File: src/rtl/fft_result_reorder.sv
// Reorders one frame of bit-reversed FFT results into natural bin order.
// Two banks ping-pong: one fills from the FFT while the other drains downstream.
module fft_result_reorder #(
    parameter int unsigned N         = 8,
    parameter int unsigned RES_WIDTH = 11,
    localparam int unsigned LOG2N    = $clog2(N)
) (
    input  logic                 clk,
    input  logic                 rst,
    input  logic                 in_valid,
    input  logic                 in_sop,
    input  logic [RES_WIDTH-1:0] in_re,
    input  logic [RES_WIDTH-1:0] in_im,
    output logic                 in_ready,
    output logic                 out_valid,
    input  logic                 out_ready,
    output logic [RES_WIDTH-1:0] out_re,
    output logic [RES_WIDTH-1:0] out_im,
    output logic [LOG2N-1:0]     out_index,
    output logic                 out_last,
    output logic                 overflow,
    output logic                 frame_err
);

    typedef enum logic [1:0] {StIdle, StFetch, StStream} state_e;

    localparam logic [LOG2N-1:0] LastIdx = LOG2N'(N - 1);

    state_e                 state_q, state_d;
    logic [1:0]             full_q, full_d;
    logic                   wr_bank_q, wr_bank_d;
    logic [LOG2N-1:0]       wr_ptr_q, wr_ptr_d;
    logic                   rd_bank_q, rd_bank_d;
    logic [LOG2N-1:0]       out_index_q, out_index_d;
    logic [RES_WIDTH-1:0]   out_re_q, out_re_d;
    logic [RES_WIDTH-1:0]   out_im_q, out_im_d;
    logic                   overflow_q, overflow_d;
    logic                   frame_err_q, frame_err_d;

    logic [RES_WIDTH-1:0]   mem_re [2*N];
    logic [RES_WIDTH-1:0]   mem_im [2*N];

    logic                   wr_en;
    logic                   wr_set;
    logic [LOG2N-1:0]       wr_j;
    logic [LOG2N:0]         wr_addr;
    logic                   rd_clr;
    logic                   other_full;
    logic [LOG2N-1:0]       rd_next;

    function automatic logic [LOG2N-1:0] bitrev(input logic [LOG2N-1:0] a);
        logic [LOG2N-1:0] r;
        for (int i = 0; i < int'(LOG2N); i++) begin
            r[i] = a[int'(LOG2N) - 1 - i];
        end
        return r;
    endfunction

    // Write side: accept, scatter to bit-reversed address, mark bank full on last word.
    always_comb begin
        in_ready    = !full_q[wr_bank_q];
        wr_en       = in_valid && in_ready;
        // A start-of-frame always restarts the frame at j = 0.
        wr_j        = in_sop ? '0 : wr_ptr_q;
        wr_addr     = {wr_bank_q, bitrev(wr_j)};
        wr_set      = wr_en && (wr_j == LastIdx);
        wr_ptr_d    = wr_ptr_q;
        wr_bank_d   = wr_bank_q;
        overflow_d  = in_valid && !in_ready;
        frame_err_d = wr_en && in_sop && (wr_ptr_q != '0);
        if (wr_en) begin
            if (wr_set) begin
                wr_ptr_d  = '0;
                wr_bank_d = !wr_bank_q;
            end else begin
                wr_ptr_d  = wr_j + 1'b1;
            end
        end
    end

    // Read FSM: fetch bin 0 into the output register, then stream with handshake.
    always_comb begin
        state_d     = state_q;
        rd_bank_d   = rd_bank_q;
        out_index_d = out_index_q;
        out_re_d    = out_re_q;
        out_im_d    = out_im_q;
        rd_clr      = 1'b0;
        rd_next     = out_index_q + 1'b1;
        // Include a fill completing this very edge so a back-to-back frame skips IDLE.
        other_full  = full_q[!rd_bank_q] || (wr_set && (wr_bank_q != rd_bank_q));
        unique case (state_q)
            StIdle: begin
                if (full_q[rd_bank_q]) state_d = StFetch;
            end
            StFetch: begin
                out_index_d = '0;
                out_re_d    = mem_re[{rd_bank_q, LOG2N'(0)}];
                out_im_d    = mem_im[{rd_bank_q, LOG2N'(0)}];
                state_d     = StStream;
            end
            StStream: begin
                if (out_ready) begin
                    if (out_index_q == LastIdx) begin
                        rd_clr    = 1'b1;
                        rd_bank_d = !rd_bank_q;
                        state_d   = other_full ? StFetch : StIdle;
                    end else begin
                        out_index_d = rd_next;
                        out_re_d    = mem_re[{rd_bank_q, rd_next}];
                        out_im_d    = mem_im[{rd_bank_q, rd_next}];
                    end
                end
            end
            default: state_d = StIdle;
        endcase
    end

    // Bank full flags: set by a completed fill, cleared by a completed drain.
    always_comb begin
        full_d = full_q;
        if (wr_set) full_d[wr_bank_q] = 1'b1;
        if (rd_clr) full_d[rd_bank_q] = 1'b0;
    end

    // Control and output registers.
    always_ff @(posedge clk) begin
        if (rst) begin
            state_q     <= StIdle;
            full_q      <= '0;
            wr_bank_q   <= 1'b0;
            wr_ptr_q    <= '0;
            rd_bank_q   <= 1'b0;
            out_index_q <= '0;
            out_re_q    <= '0;
            out_im_q    <= '0;
            overflow_q  <= 1'b0;
            frame_err_q <= 1'b0;
        end else begin
            state_q     <= state_d;
            full_q      <= full_d;
            wr_bank_q   <= wr_bank_d;
            wr_ptr_q    <= wr_ptr_d;
            rd_bank_q   <= rd_bank_d;
            out_index_q <= out_index_d;
            out_re_q    <= out_re_d;
            out_im_q    <= out_im_d;
            overflow_q  <= overflow_d;
            frame_err_q <= frame_err_d;
        end
    end

    // Buffer storage; contents are only ever read from a bank flagged full.
    always_ff @(posedge clk) begin
        if (wr_en) begin
            mem_re[wr_addr] <= in_re;
            mem_im[wr_addr] <= in_im;
        end
    end

    // Output drive.
    always_comb begin
        out_valid = (state_q == StStream);
        out_last  = out_valid && (out_index_q == LastIdx);
        out_re    = out_re_q;
        out_im    = out_im_q;
        out_index = out_index_q;
        overflow  = overflow_q;
        frame_err = frame_err_q;
    end

endmodule

File: config.mk
export PLATFORM = sky130hd
export DESIGN_NAME = fft_result_reorder
export DESIGN_NICKNAME = d
export VERILOG_FILES = /design/src/rtl/fft_result_reorder.sv
export SDC_FILE = /design/constraint.sdc
export NUM_CORES = 1
export LEC_CHECK = 0
export CAP_MARGIN = 10
export CORE_MARGIN = 3
export CORE_UTILIZATION = 55
export CTS_CLUSTER_DIAMETER = 120
export DETAILED_ROUTE_END_ITERATION = 7
export PLACE_DENSITY = 0.79
export SLEW_MARGIN = 20
export SYNTH_ARGS = -nofsm -noshare
export SYNTH_HDL_FRONTEND = slang
export SYNTH_SLANG_ARGS = --single-unit
export TNS_END_PERCENT = 20
File: constraint.sdc
create_clock -name clk -period 4.1 [get_ports clk]
set_input_delay 0.615 -clock clk [delete_from_list [all_inputs] [get_ports clk]]
set_output_delay 0.615 -clock clk [all_outputs]
set_load 0.02 [all_outputs]
; Word-level counts from Yosys, hierarchy flattened
; Memory sizes are Yosys's and may differ from the RTL's. A register that Yosys moved wholly into a read port is not among the register bits.
; Cells that the tools add are included.
[word_totals]
reg_bits = 36
ramBits = 352
input_bits = 27
output_inout_bits = 30
memories = 2
[memory_table]
columns = memory, words, word_bits, rd, rd_clocked_by_memory_dff, write_ports, line_no
row1 = mem_im, 16, 11, 2, 1, 1, 41  ; logic [RES_WIDTH-1:0] mem_im [2*N];
row2 = mem_re, 16, 11, 2, 1, 1, 40  ; logic [RES_WIDTH-1:0] mem_re [2*N];
[classes]
addsub = 2
n_lt_le_gt_ge = 5
n_eq_ne = 9
muxes = 37
bitwise_logic = 3
n_reduce_logical = 20
[op_table]
columns = cell, n
row1 = $mux 11, 4
row2 = $pmux 11 s2, 2
row3 = $mux 4, 4
row4 = $mux 1, 14
row5 = $mux 3, 4
row6 = $mux 2, 5
row7 = $logic_and 1x1->1, 9
row8 = $reduce_and 3->1, 3
row9 = $add 3x1->3 const B, 2
row10 = $eq 3x3->1 const B, 2
row11 = $lt 1x2->1 const B, 3
row12 = $pmux 2 s3, 1
row13 = $pmux 3 s2, 1
row14 = $ne 2x1->1 const B, 2
row15 = $ne 2x2->1 const B, 2
row16 = $logic_not 1->1, 3
row17 = $reduce_bool 3->1, 1
row18 = $and 2x2->2, 1
row19 = $demux 1 s1, 2
row20 = $eq 2x1->1 const B, 1
row21 = $eq 2x2->1 const B, 1
row22 = $ge 1x1->1 const B, 2
row23 = $logic_not 2->1, 1
row24 = $not 2->2, 1
row25 = other kinds (5), 5

; Logic depth before layout (Yosys ltp)
[depth]
depth_word = 11
ltp_mapped = 9
depth_no_buf = 7

; Worst setup path before layout
; Ideal clock, no wire load.
[synth_path]
kind = reg2reg
start = reg wr_bank_q
end = mem mem_im[0][0] (enable)
setup_ns = 0.457
arrival_ns = 3.586
path_slack_ns = 0.057
path_stages_with_launch = 6
path_buffers = 1
synth_period_minus_slack_ns = 4.043
cell_sequence = dfxtp_1 -> mux2i_1 -> and2_1 -> nand2b_1 -> clkbuf_1 -> nor4_1
[synth_via]
elab_chain_cells = 6
[synth_rtl]
columns = item, line_no
row1 = from (decl), 31  ; logic wr_bank_q, wr_bank_d;
row2 = from (signal assigned), 142  ; wr_bank_q <= wr_bank_d;
row3 = $mux 1 (not written as such) (2 in a row), 61  ; in_ready = !full_q[wr_bank_q];
row4 = $logic_not 1->1, 61
row5 = via in_ready, 14  ; output logic in_ready,
row6 = $logic_and 1x1->1, 62  ; wr_en = in_valid && in_ready;
row7 = $mux 1, 155  ; if (wr_en) begin
row8 = $mux 1 (not written as such), 157  ; mem_im[wr_addr] <= in_im;
row9 = to (decl), 41
; The timed path passes the listed nets, and every way through them passes these cells. The select of a mux whose other input is x is not followed.

; Final worst setup path
[layout_path]
start = reg state_q[1]
end = out out_last
[layout_via]
elab_chain_cells = 2
[layout_rtl]
columns = item, line_no
row1 = from (decl), 29  ; state_e state_q, state_d;
row2 = from (signal assigned), 129  ; state_q <= StIdle;
row3 = from (signal assigned), 140  ; state_q <= state_d;
row4 = $eq 2x2->1, 163  ; out_valid = (state_q == StStream);
row5 = $logic_and 1x1->1, 164  ; out_last = out_valid && (out_index_q == LastIdx);
row6 = to (decl), 20  ; output logic out_last,
; No other way between the ends.

==> out/qor.yml <==
worst_hold_path:
  hold_class: "register to register"
placement:
  placed_cells: 1261
  hpwl_mm: 19.9
  gp_congestion: 0.777
  portBuffers: 56
power_and_ir_drop:
  total_power_mw: 8.00
  p_leak_nw: 5.33
  powerDensity_nw_per_um2: 451
  ir_drop_mv: 0.460
cells_and_area:
  antenna_cells: 0
  fin_cells: 1329
  final_nets: 960
  area_growth_pct: 15.6
  fillers: 1815
  drive_gt1_share_pct: 19.2
sta:
  relSlewSlack_pct: 21.7
  rsz0062_at_grt: "no"
  final-hold-violation-count: 0
  fin_setup_tns_ns: 0
  timing.fmax_mhz: 315
  period_needed_ns: 3.18
  setup_viol: 0
  drv_slew: 0
  fin_worst_skew_ns: 0.0180
  period_share_pct: 77.5
  tightest_slew_ns: 1.17
status:
  outcome: "completed"
drt:
  drt_first_iter_violations: 940
  drc: 0
  via_per_inst: 6.40
  ant_nets: 0
  routed_wl_mm: 34.6
  wl_per_cell_um: 26.0
  firstDrtPassIters: 5
  vias: 8500
logic_synthesis:
  netlist_top_cells_area: "edfxtp_1, mux4_2, mux2i_1, dfxtp_1, a22oi_1"
  ys_ff_latch: 389
  synth_area_um2: 15400
  ys.flop_type: "edfxtp_1"
  synth_fp_nets: 878
  netlist_instances: 847
  ys_types: 43
  synth.largest_area_cell: "edfxtp_1"
  yosysWarnings: 0
  seq_area_frac_synth_pct: 73.7
  async_reset_ff_share_pct: 0
  synth_edf_count: 352
  yosys.cell_count.top_type: "edfxtp_1"
  syn_area_per_cell_um2: 18.1
  synthTopCellsByCount: "edfxtp_1, mux2i_1, a22oi_1"
  yosysTopAreaCellShare_pct: 68.8
critical_path:
  rrSetupSlack_ns: 0.95
  arrival_ns: 2.56
  critical_path_class: "register to output port"
  critPathMaxFanout: 13
  cp.required_ns: 3.48
  critPathLaunchType: "register"
  end_kind: "output port"
cts:
  htree_levels: 2
  cts_tree: "built"
  cts_hold_buf: 0
  clock_latency_ns: 0.52
  cts_setup_buffers: 0
  clkTransAtPathRegs_ns: 0.06
  cts_made_buffers: 38
  clockRootBuffer: "clkbuf_16"
  clockBufferDepth: 3
  clock-sinks: 389
  cts_resized: 0
die:
  die_area_um2: 30000
  die_w_um: 173
  fp.dieH_um: 173
  core_um2: 27200
  ios: 57
  start_util_pct: 56.5
  row_count: 60
grt:
  grt_pass1_vias: 8664
  antenna_found_initial: 0
  grt_first_pass_wirelength_mm: 52.6
  grt_usage_pct: 23.0
  grt-ovfl-total: 0
  grt_start_max_net_pins: 45
job:
  maxCapViolations: 0
## state kept, by name, summed over array words and instances (netlist names), named ones only
signal     flops
mem_re       176
wr_bank_q      1
out_im        11
mem_im       176
full_q         2
rd_bank_q      1
out_index      3
wr_ptr_q       3
state_q        2
out_re        11
overflow       1
frame_err      1
## cells by family (layout without fill, tap and decap cells)
kind of cell	Yosys count	in the layout	share of synthesized area (%)
fa+ha+maj	4	4	0.326
flops	389	389	73.7
mux	157	157	14.0
simple gates	87	87	2.95
buf+inv	57	167	2.13
xor+xnor	1	1	0.0571
compound gates	152	152	6.86
## layer usage
layer	global-route usage, %	part of all wire (%)
met5	0	0
met4	8.89	3.4
met3	4.19	8.0
met2	37.0	49
met1	31.6	40
## path summary, 6_finish.rpt
check / start / to / depth (start not counted)
min: out_im[9]$_SDFFE_PP0P_ / out_im[9]$_SDFFE_PP0P_ / 2
max reg2reg: wr_bank_q$_SDFFE_PP0P_ / mem_re[8][8]$_DFFE_PP_ / 5
max: state_q[1]$_SDFFE_PP0P_ / out_last / 4
min reg2reg: out_im[9]$_SDFFE_PP0P_ / out_im[9]$_SDFFE_PP0P_ / 2
## layout make-up
class / count / area (um2) / area share [%]
Sequential cell: 389 / 11300 / 63.7
Multi-Input combinational cell: 401 / 3820 / 21.5
Clock buffer: 53 / 1040 / 5.85
Timing Repair Buffer: 95 / 891 / 5.02
Tap cell: 372 / 465 / 2.62
Clock inverter: 15 / 209 / 1.18
Inverter: 4 / 15.0 / 0.0846
## per-stage QoR
| stage | instance area, um2 | hold WS [ns] | utilization (%) | setup slack [ns] |
|---|---|---|---|---|
| after CTS | 17700 | 0.491 | 65.3 | 0.946 |
| final | 17700 | 0.492 | 65.3 | 0.922 |
| after detailed placement | 16500 | 0.483 | 60.7 | 0.977 |
| after floorplan | 15400 | 0.449 | - | 0.0567 |
| after global placement | 16500 | 0.478 | 60.7 | 1.10 |
| after global routing | 17700 | 0.519 | 65.3 | 0.777 |
## layout by cell type (no fill, tap or decap), drive strengths merged, types with 2 or more instances in the layout
| cell type | count |
|---|---|
| ha | 4 |
| a21oi | 7 |
| and2 | 4 |
| or3b | 2 |
| nor3b | 2 |
| a31oi | 3 |
| nand2b | 2 |
| nand3b | 3 |
| nand2 | 31 |
| edfxtp | 352 |
| o22ai | 44 |
| mux2 | 23 |
| bufinv | 5 |
| nand3 | 3 |
| mux4 | 44 |
| o21ai | 24 |
| a311oi | 3 |
| nor2b | 7 |
| mux2i | 90 |
| or3 | 3 |
| clkbuf | 53 |
| buf | 39 |
| inv | 5 |
| clkinvlp | 3 |
| a2111oi | 22 |
| clkinv | 6 |
| nor2 | 13 |
| dfxtp | 37 |
| a22oi | 45 |
| nor3 | 11 |
| nor4 | 2 |
| clkdlybuf4s50 | 56 |
| a2bb2oi | 2 |
## power breakdown
part	total, mW	switching (mW)	internal [mW]
clock	3.50	1.41	2.09
sequential	4.36	0.0111	4.35
combinational	0.142	0.0955	0.0467
total	8.00	1.52	6.48
## worst max-delay path, stage by stage, from the launching register on
cell	delay, ns
dfxtp_1	0.51
nand2_1	0.12
inv_1	0.56
and2_1	0.25
clkdlybuf4s50_1	0.61
(Power assumes the default switching activity.)
